### src/rtl/logic_gate_unit.sv
// Registered bitwise logic unit: eight gate functions on two WIDTH-bit operands,
// with results queued in a DEPTH-entry FIFO behind valid/ready handshakes.

// Generic circular-buffer FIFO with a registered occupancy count.
// Latency: a push at edge N is visible at the head after edge N; no fall-through.
// Backpressure: push_rdy drops only when full and the consumer is not popping.
module lgu_fifo #(
  parameter int WIDTH = 8,
  parameter int DEPTH = 4
) (
  input  logic                         clk,
  input  logic                         rst,
  input  logic                         push_vld,
  output logic                         push_rdy,
  input  logic [WIDTH-1:0]             push_dat,
  output logic                         pop_vld,
  input  logic                         pop_rdy,
  output logic [WIDTH-1:0]             pop_dat,
  output logic [$clog2(DEPTH+1)-1:0]   count
);

  localparam int CNT_W = $clog2(DEPTH + 1);
  localparam int PTR_W = (DEPTH > 1) ? $clog2(DEPTH) : 1;
  localparam logic [PTR_W-1:0] PTR_LAST = PTR_W'(DEPTH - 1);
  localparam logic [CNT_W-1:0] CNT_FULL = CNT_W'(DEPTH);

  logic [WIDTH-1:0] mem_q [DEPTH];
  logic [PTR_W-1:0] wr_ptr_q, wr_ptr_d;
  logic [PTR_W-1:0] rd_ptr_q, rd_ptr_d;
  logic [CNT_W-1:0] count_q, count_d;
  logic             full;
  logic             push;
  logic             pop;

  assign full     = (count_q == CNT_FULL);
  // A pop in the same cycle frees the slot the push needs, so full still accepts.
  assign push_rdy = !full || pop_rdy;
  assign pop_vld  = (count_q != '0);
  assign push     = push_vld && push_rdy;
  assign pop      = pop_vld && pop_rdy;
  assign count    = count_q;
  assign pop_dat  = pop_vld ? mem_q[rd_ptr_q] : '0;

  always_comb begin
    wr_ptr_d = wr_ptr_q;
    rd_ptr_d = rd_ptr_q;
    count_d  = count_q;
    if (push) begin
      wr_ptr_d = (wr_ptr_q == PTR_LAST) ? '0 : wr_ptr_q + PTR_W'(1);
    end
    if (pop) begin
      rd_ptr_d = (rd_ptr_q == PTR_LAST) ? '0 : rd_ptr_q + PTR_W'(1);
    end
    if (push && !pop) begin
      count_d = count_q + CNT_W'(1);
    end else if (pop && !push) begin
      count_d = count_q - CNT_W'(1);
    end
  end

  always_ff @(posedge clk or posedge rst) begin
    if (rst) begin
      wr_ptr_q <= '0;
      rd_ptr_q <= '0;
      count_q  <= '0;
    end else begin
      wr_ptr_q <= wr_ptr_d;
      rd_ptr_q <= rd_ptr_d;
      count_q  <= count_d;
    end
  end

  always_ff @(posedge clk) begin
    if (push) begin
      mem_q[wr_ptr_q] <= push_dat;
    end
  end

endmodule

// Top: decodes the opcode into one of eight bitwise gates and enqueues the result.
// Latency: one edge from accepted operands to out_valid/out_data.
// Backpressure: in_ready = not full, or out_ready (combinational pass-through).
module logic_gate_unit #(
  parameter int WIDTH = 8,
  parameter int DEPTH = 4
) (
  input  logic                         clk,
  input  logic                         rst,
  input  logic                         in_valid,
  output logic                         in_ready,
  input  logic [2:0]                   in_op,
  input  logic [WIDTH-1:0]             in_a,
  input  logic [WIDTH-1:0]             in_b,
  output logic                         out_valid,
  input  logic                         out_ready,
  output logic [WIDTH-1:0]             out_data,
  output logic [$clog2(DEPTH+1)-1:0]   count
);

  logic [WIDTH-1:0] result_d;

  always_comb begin
    result_d = '0;
    unique case (in_op)
      3'b000: result_d = ~in_a;
      3'b001: result_d = in_a & in_b;
      3'b010: result_d = in_a | in_b;
      3'b011: result_d = in_a ^ in_b;
      3'b100: result_d = ~(in_a & in_b);
      3'b101: result_d = ~(in_a | in_b);
      3'b110: result_d = ~(in_a ^ in_b);
      3'b111: result_d = in_a;
      default: result_d = '0;
    endcase
  end

  lgu_fifo #(
    .WIDTH (WIDTH),
    .DEPTH (DEPTH)
  ) u_fifo (
    .clk      (clk),
    .rst      (rst),
    .push_vld (in_valid),
    .push_rdy (in_ready),
    .push_dat (result_d),
    .pop_vld  (out_valid),
    .pop_rdy  (out_ready),
    .pop_dat  (out_data),
    .count    (count)
  );

endmodule

### config.mk
export PLATFORM = sky130hd
export DESIGN_NAME = logic_gate_unit
export DESIGN_NICKNAME = d
export VERILOG_FILES = /design/src/rtl/logic_gate_unit.sv
export SDC_FILE = /design/constraint.sdc
export NUM_CORES = 1
export LEC_CHECK = 0
export ABC_AREA = 1
export BUFFER_PORTS_ARGS = -buffer_cell sky130_fd_sc_hd__buf_2
export CAP_MARGIN = 15
export CORE_MARGIN = 4
export CORE_UTILIZATION = 55
export CTS_CLUSTER_DIAMETER = 30
export DETAILED_ROUTE_END_ITERATION = 8
export GPL_TIMING_DRIVEN = 0
export PLACE_DENSITY_LB_ADDON = 0.3
export SETUP_SLACK_MARGIN = 0.1
export SYNTH_ARGS = -nofsm -noshare
export SYNTH_HDL_FRONTEND = slang
export SYNTH_SLANG_ARGS = --single-unit
### constraint.sdc
create_clock -name clk -period 4.6 [get_ports clk]
set_clock_uncertainty 0.2 [all_clocks]
set_input_delay 1.15 -clock clk [delete_from_list [all_inputs] [get_ports clk]]
set_output_delay 1.15 -clock clk [all_outputs]
set_load 0.005 [all_outputs]
## Word level (Yosys, flattened, before mapping)

Memory sizes are Yosys's and may differ from the RTL's.
Index checks and enable logic that the tools add are counted.

- Logic and storage cells: 44
- Input bits: 23
- Register bits after elaboration: 7
- Memories: 1
- Memory bits (writable): 32

Memory list:

| memory | words | width | rd ports | clocked after Yosys merged registers in | wr ports | line | RTL |
|---|---|---|---|---|---|---|---|
| u_fifo.mem_q | 4 | 8 | 1 | 0 | 1 | 27 | `logic [WIDTH-1:0] mem_q [DEPTH];` |

- Reductions and logical operators: 11
- Mux-type cells: 8
- Equal/unequal tests: 10
- $add $sub $neg: 4
- Bitwise operators: 7

Operators with widths:

| operator | number |
|---|---|
| one-hot mux 8 bit (8 select lines) | 1 |
| NOT 8 bit | 4 |
| equality test 3 bit, second input constant | 5 |
| bitwise AND 8 bit | 1 |
| 2-to-1 mux 8 bit | 1 |
| bitwise OR 8 bit | 1 |
| bitwise XOR 8 bit | 1 |
| equality test 3 x 2 -> 1 bit, second input constant | 2 |
| 2-to-1 mux 3 bit | 2 |
| adder 2 x 1 -> 2 bit, second input constant | 2 |
| equality test 2 bit, second input constant | 2 |
| logical AND 1 bit | 4 |
| 2-to-1 mux 2 bit | 2 |
| adder 3 x 1 -> 3 bit, second input constant | 1 |
| equality test 3 x 1 -> 1 bit, second input constant | 1 |
| logical NOT 1 bit | 3 |
| logical NOT 3 bit | 1 |
| nonzero test 3 bit | 1 |
| subtractor 3 x 1 -> 3 bit, second input constant | 1 |
| 2-to-1 mux 1 bit | 2 |
| nonzero test 2 bit | 1 |
| logical OR 1 bit | 1 |

## Logic depth before layout (Yosys ltp)

- Depth in word-level cells: 8
- Gate-level depth with buffers: 12
- Gate-level depth less buffers: 12

## Hierarchy

From an unflattened synthesis, not the netlist that was laid out.

- Cells, all modules: 363
- Area total of the unflattened synthesis: 2855.2 µm²

Modules (own cells, without submodules):

| module | area each (µm²) | cells an instance | times used |
|---|---|---|---|
| lgu_fifo | 1876.8 | 186 | 1 |
| logic_gate_unit | 978.4 | 177 | 1 |

## Least setup slack after synthesis

OpenSTA, ideal clock, no wires.

- Path kind: input -> register
- Start: input port out_ready
- End: register u_fifo.count_q[1] (netlist: u_fifo.count[1])
- Stages: 8
- Slack: 1.836 ns
- Data arrival time: 2.439 ns
- Path through: nor2_1 nand2_1 nand2_1 inv_2 ha_1 inv_1 fa_1 mux2_2

RTL lines:

| what | line | RTL |
|---|---|---|
| from (decl) | 96 | `input logic out_ready,` |
| logical OR 1 bit | 37 | `assign push_rdy = !full \|\| pop_rdy;` |
| named net in_ready | 91 | `output logic in_ready,` |
| logical AND 1 bit | 39 | `assign push = push_vld && push_rdy;` |
| named net u_fifo.push | 32 | `logic push;` |
| logical AND 1 bit | 54 | `if (push && !pop) begin` |
| 2-to-1 mux 3 bit | 54 |  |
| named net u_fifo.count_d[1] | 30 | `logic [CNT_W-1:0] count_q, count_d;` |
| to (signal assigned) | 69 | `count_q <= count_d;` |
| to (decl) | 30 |  |

The timed path passes the listed nets, and every way through them passes these cells.
A chain may end at the register's enable or synchronous reset.

## Final worst setup path

- Start: register u_fifo.rd_ptr_q[0]
- End: output port out_data[3]

- Longest elaborated chain between the ends: 2

RTL lines:

| what | line | RTL |
|---|---|---|
| from (decl) | 29 | `logic [PTR_W-1:0] rd_ptr_q, rd_ptr_d;` |
| from (signal assigned) | 68 | `rd_ptr_q <= rd_ptr_d;` |
| memory (4 x 8 bit) | n/a |  |
| 2-to-1 mux 8 bit | 42 | `assign pop_dat = pop_vld ? mem_q[rd_ptr_q] : '0;` |
| to (decl) | 97 | `output logic [WIDTH-1:0] out_data,` |

No other way between the ends.

==> impl_metrics.toml <==
[yosys]
distinct_cell_type_count_of_the_synthesized_netlist = 23
postSynthRegisterBits = 39
leading_area_contributor_after_synthesis = "sky130_fd_sc_hd__edfxtp_1"
synth-xor-area-share_pct = 0.662
largest_family_of_logic_cells_by_synthesized_area = "simple AND/OR/NAND/NOR gates"
proportion_of_netlist_area_held_by_the_largest_area_contributor_pct = 36.3
yosys-top-cells-area = "sky130_fd_sc_hd__edfxtp_1, sky130_fd_sc_hd__ha_1, sky130_fd_sc_hd__nor2_1"
postSynthCellCount = 323
synthAdderAreaFrac_pct = 11.2
synth_area_um2 = 2650
area_fraction_in_compound_gates_after_synthesis_pct = 5.30
synth_warnings = 0
yosys-mux-area-fraction_pct = 0.426
syn_nets = 369
yosysSeqAreaShare_pct = 43.0
average_cell_area_after_synthesis_um2 = 8.19
synthSimpleGateAreaFrac_pct = 29.2

[cts]
worstSkewPairLatency_ns = 0.29
cts_tree = "done"
cts.repair_timing.setup_buffer_count = 0
cts_max_level = 2
cts_max_path_buffers = 2
numCtsBuffers = 5
cts.repair.resized = 0
clkSinkCount = 39
cts.hold.buffers_added = 0
clkTransAtPathRegs_ns = 0.07
cts_root_buffer = "sky130_fd_sc_hd__clkbuf_8"

[global_routing]
first_global_vias = 2108
overflow = 0
groute.usage.overall_pct = 19.7
initial_antenna_violation_count = 0
grt_pass1_wl_mm = 9.44
grt_max_degree = 12

[job]
maxCapViolCount = 0

[worst_setup_path]
cp_data_arrival_time_ns = 1.66
startpoint_type = "flop"
worst-path-max-fanout = 10
timing_worst_setup_path_type = "flop to output pin"
cp-end-kind = "output pin"
worst-endpoint-required_ns = 3.25

[floorplan]
placeableCoreArea_um2 = 4500
die_w_um = 77.4
die-height_um = 77.4
design.portCount = 36
die-area_um2 = 5980
initial_utilization_pct = 58.7
rows = 24

[route]
drt-pass1-iter-count = 4
dr_vias = 2241
drtIter0Drc = 100
drcViolationCount = 0
ant_nets = 0
detail_route.vias_per_cell = 5.39
post_drt_wl_per_cell_um = 14.0
finalWirelength_mm = 5.82

[sta]
grt_setup_unrepaired = "false"
setup_tns_final_ns = 0
fmaxAchievable_mhz = 332
fin_crit_ns = 3.01
report.final.setup_viol = 0
maxSlewViolCount = 0
hold_viol = 0
final.period_utilization_pct = 65.5
slew_headroom_pct = 44.6
tightestPinTransition_ns = 0.828

[final_layout]
final_core_utilization_pct = 65.6
final_cells = 416
post_route_cells_drive_above_1_share_pct = 17.9
antenna_cells = 0
area_delta_synth_final_pct = 11.8
nets = 409
final_cell_area_um2 = 2960

[power]
static-leakage-power_uw = 0.00142
max-vdd-ir-drop_mv = 0.206
report.power.total_uw = 1320
power-per-cell-area_nw_per_um2 = 448

[placed_design]
dpl-instance-area_um2 = 2880
io_buffers = 33
place_congestion = 0.854
detailed_place_hpwl_mm = 4.22
place_inst = 408

[run_status]
outcome = "finished, final reports clean"

[hold_path]
holdCritPathClass = "flop to flop"
power by group:
group | switching (uW) | internal [uW] | total [uW] | leakage, uW
Combinational | 357 | 226 | 582 | 0.000999
Clock | 108 | 106 | 215 | 0.0000422
Sequential | 39.4 | 487 | 526 | 0.000378
Total | 504 | 819 | 1320 | 0.00142
layer usage:
| layer | vias up | routed length [um] | GRT usage, % |
|---|---|---|---|
| li1 | 1154 | - | - |
| met1 | 1020 | 2560 | 23.6 |
| met2 | 61 | 2900 | 35.8 |
| met3 | 6 | 305 | 3.36 |
| met4 | 0 | 55 | 6.41 |
| met5 | - | 0 | 0 |
path summary, 6_finish.rpt:
check                                               start                        endpoint  slack [ns]  cells past startpoint
setup / recovery           u_fifo.rd_ptr_q[0]$_DFFE_PP0P_                     out_data[3]        1.59                      6
min in group asynchronous                             rst     u_fifo.count[2]$_DFFE_PP0P_        0.59                      2
hold reg to reg               u_fifo.count[2]$_DFFE_PP0P_     u_fifo.count[2]$_DFFE_PP0P_        0.36                      2
max in group asynchronous                             rst  u_fifo.wr_ptr_q[0]$_DFFE_PP0P_        3.40                      2
hold / removal                u_fifo.count[2]$_DFFE_PP0P_     u_fifo.count[2]$_DFFE_PP0P_        0.36                      2
setup reg to reg              u_fifo.count[0]$_DFFE_PP0P_     u_fifo.count[1]$_DFFE_PP0P_        2.34                      8
cells in the mapped netlist:
| master | n |
|---|---|
| sky130_fd_sc_hd__nor2_2 | 1 |
| sky130_fd_sc_hd__inv_2 | 6 |
| sky130_fd_sc_hd__nor3_4 | 1 |
| sky130_fd_sc_hd__xor2_1 | 1 |
| sky130_fd_sc_hd__o21ai_1 | 11 |
| sky130_fd_sc_hd__fa_1 | 1 |
| sky130_fd_sc_hd__inv_1 | 41 |
| sky130_fd_sc_hd__dfrtp_1 | 7 |
| sky130_fd_sc_hd__nand4_1 | 24 |
| sky130_fd_sc_hd__buf_6 | 3 |
| sky130_fd_sc_hd__buf_2 | 8 |
| sky130_fd_sc_hd__nor2_4 | 2 |
| sky130_fd_sc_hd__nand3b_2 | 1 |
| sky130_fd_sc_hd__o21ai_0 | 7 |
| sky130_fd_sc_hd__a21oi_1 | 10 |
| sky130_fd_sc_hd__mux2_2 | 1 |
| sky130_fd_sc_hd__xnor2_1 | 1 |
| sky130_fd_sc_hd__nor2_1 | 67 |
| sky130_fd_sc_hd__buf_4 | 3 |
| sky130_fd_sc_hd__nand2_1 | 41 |
| sky130_fd_sc_hd__ha_1 | 22 |
| sky130_fd_sc_hd__edfxtp_1 | 32 |
| sky130_fd_sc_hd__nand3_1 | 32 |
state kept, by name (all words and copies together) (netlist names):
register	cells
u_fifo.count	3
u_fifo.mem_q	32
u_fifo.wr_ptr_q	2
u_fifo.rd_ptr_q	2
metrics by stage:
| stage | hold slack [ns] | setup slack, ns |
|---|---|---|
| floorplan | 0.313 | 1.84 |
| global placement | 0.340 | 1.65 |
| detailed placement | 0.349 | 1.62 |
| finish | 0.358 | 1.59 |
| global route | 0.407 | 1.47 |
| CTS | 0.361 | 1.59 |
cells by family after synthesis:
kind of cell | after synthesis
flops | 39
mux | 1
xor+xnor | 2
simple gates | 169
buf+inv | 61
compound gates | 28
fa+ha+maj | 23
placed cells by master, fill, tap and decap left out:
| cell type | netlist | final |
|---|---|---|
| sky130_fd_sc_hd__nor2_1 | 67 | 67 |
| sky130_fd_sc_hd__buf_2 | 8 | 41 |
| sky130_fd_sc_hd__nand2_1 | 41 | 41 |
| sky130_fd_sc_hd__inv_1 | 41 | 41 |
| sky130_fd_sc_hd__nand3_1 | 32 | 32 |
| sky130_fd_sc_hd__edfxtp_1 | 32 | 32 |
| sky130_fd_sc_hd__nand4_1 | 24 | 24 |
| sky130_fd_sc_hd__ha_1 | 22 | 22 |
| sky130_fd_sc_hd__o21ai_1 | 11 | 11 |
| sky130_fd_sc_hd__a21oi_1 | 10 | 10 |
| sky130_fd_sc_hd__o21ai_0 | 7 | 7 |
| sky130_fd_sc_hd__dfrtp_1 | 7 | 7 |
| sky130_fd_sc_hd__inv_2 | 6 | 6 |
| sky130_fd_sc_hd__clkbuf_8 | 0 | 5 |
| sky130_fd_sc_hd__buf_4 | 3 | 3 |
| sky130_fd_sc_hd__buf_6 | 3 | 3 |
| sky130_fd_sc_hd__nor2_4 | 2 | 2 |
| sky130_fd_sc_hd__clkbuf_1 | 0 | 2 |
| sky130_fd_sc_hd__xor2_1 | 1 | 1 |
| sky130_fd_sc_hd__nand3b_2 | 1 | 1 |
| sky130_fd_sc_hd__nor2_2 | 1 | 1 |
| sky130_fd_sc_hd__nor3_4 | 1 | 1 |
| sky130_fd_sc_hd__xnor2_1 | 1 | 1 |
| sky130_fd_sc_hd__mux2_2 | 1 | 1 |
| sky130_fd_sc_hd__fa_1 | 1 | 1 |
| sky130_fd_sc_hd__clkinv_2 | 0 | 1 |
layout make-up:
class | count | area (um2)
Clock inverter | 1 | 5.00
Fill cell | 372 | 1550
Sequential cell | 39 | 1140
Buffer | 14 | 96.3
Tap cell | 52 | 65.1
Clock buffer | 7 | 76.3
Multi-Input combinational cell | 223 | 1240
Inverter | 47 | 176
Timing Repair Buffer | 33 | 165
critical path: stages (launching register included):
cell,delay [ns]
sky130_fd_sc_hd__dfrtp_1,0.38
sky130_fd_sc_hd__buf_2,0.19
sky130_fd_sc_hd__inv_2,0.14
sky130_fd_sc_hd__buf_2,0.25
sky130_fd_sc_hd__o21ai_1,0.10
sky130_fd_sc_hd__a21oi_1,0.17
sky130_fd_sc_hd__buf_2,0.14
Note: power is estimated with default switching activity, not from simulation.
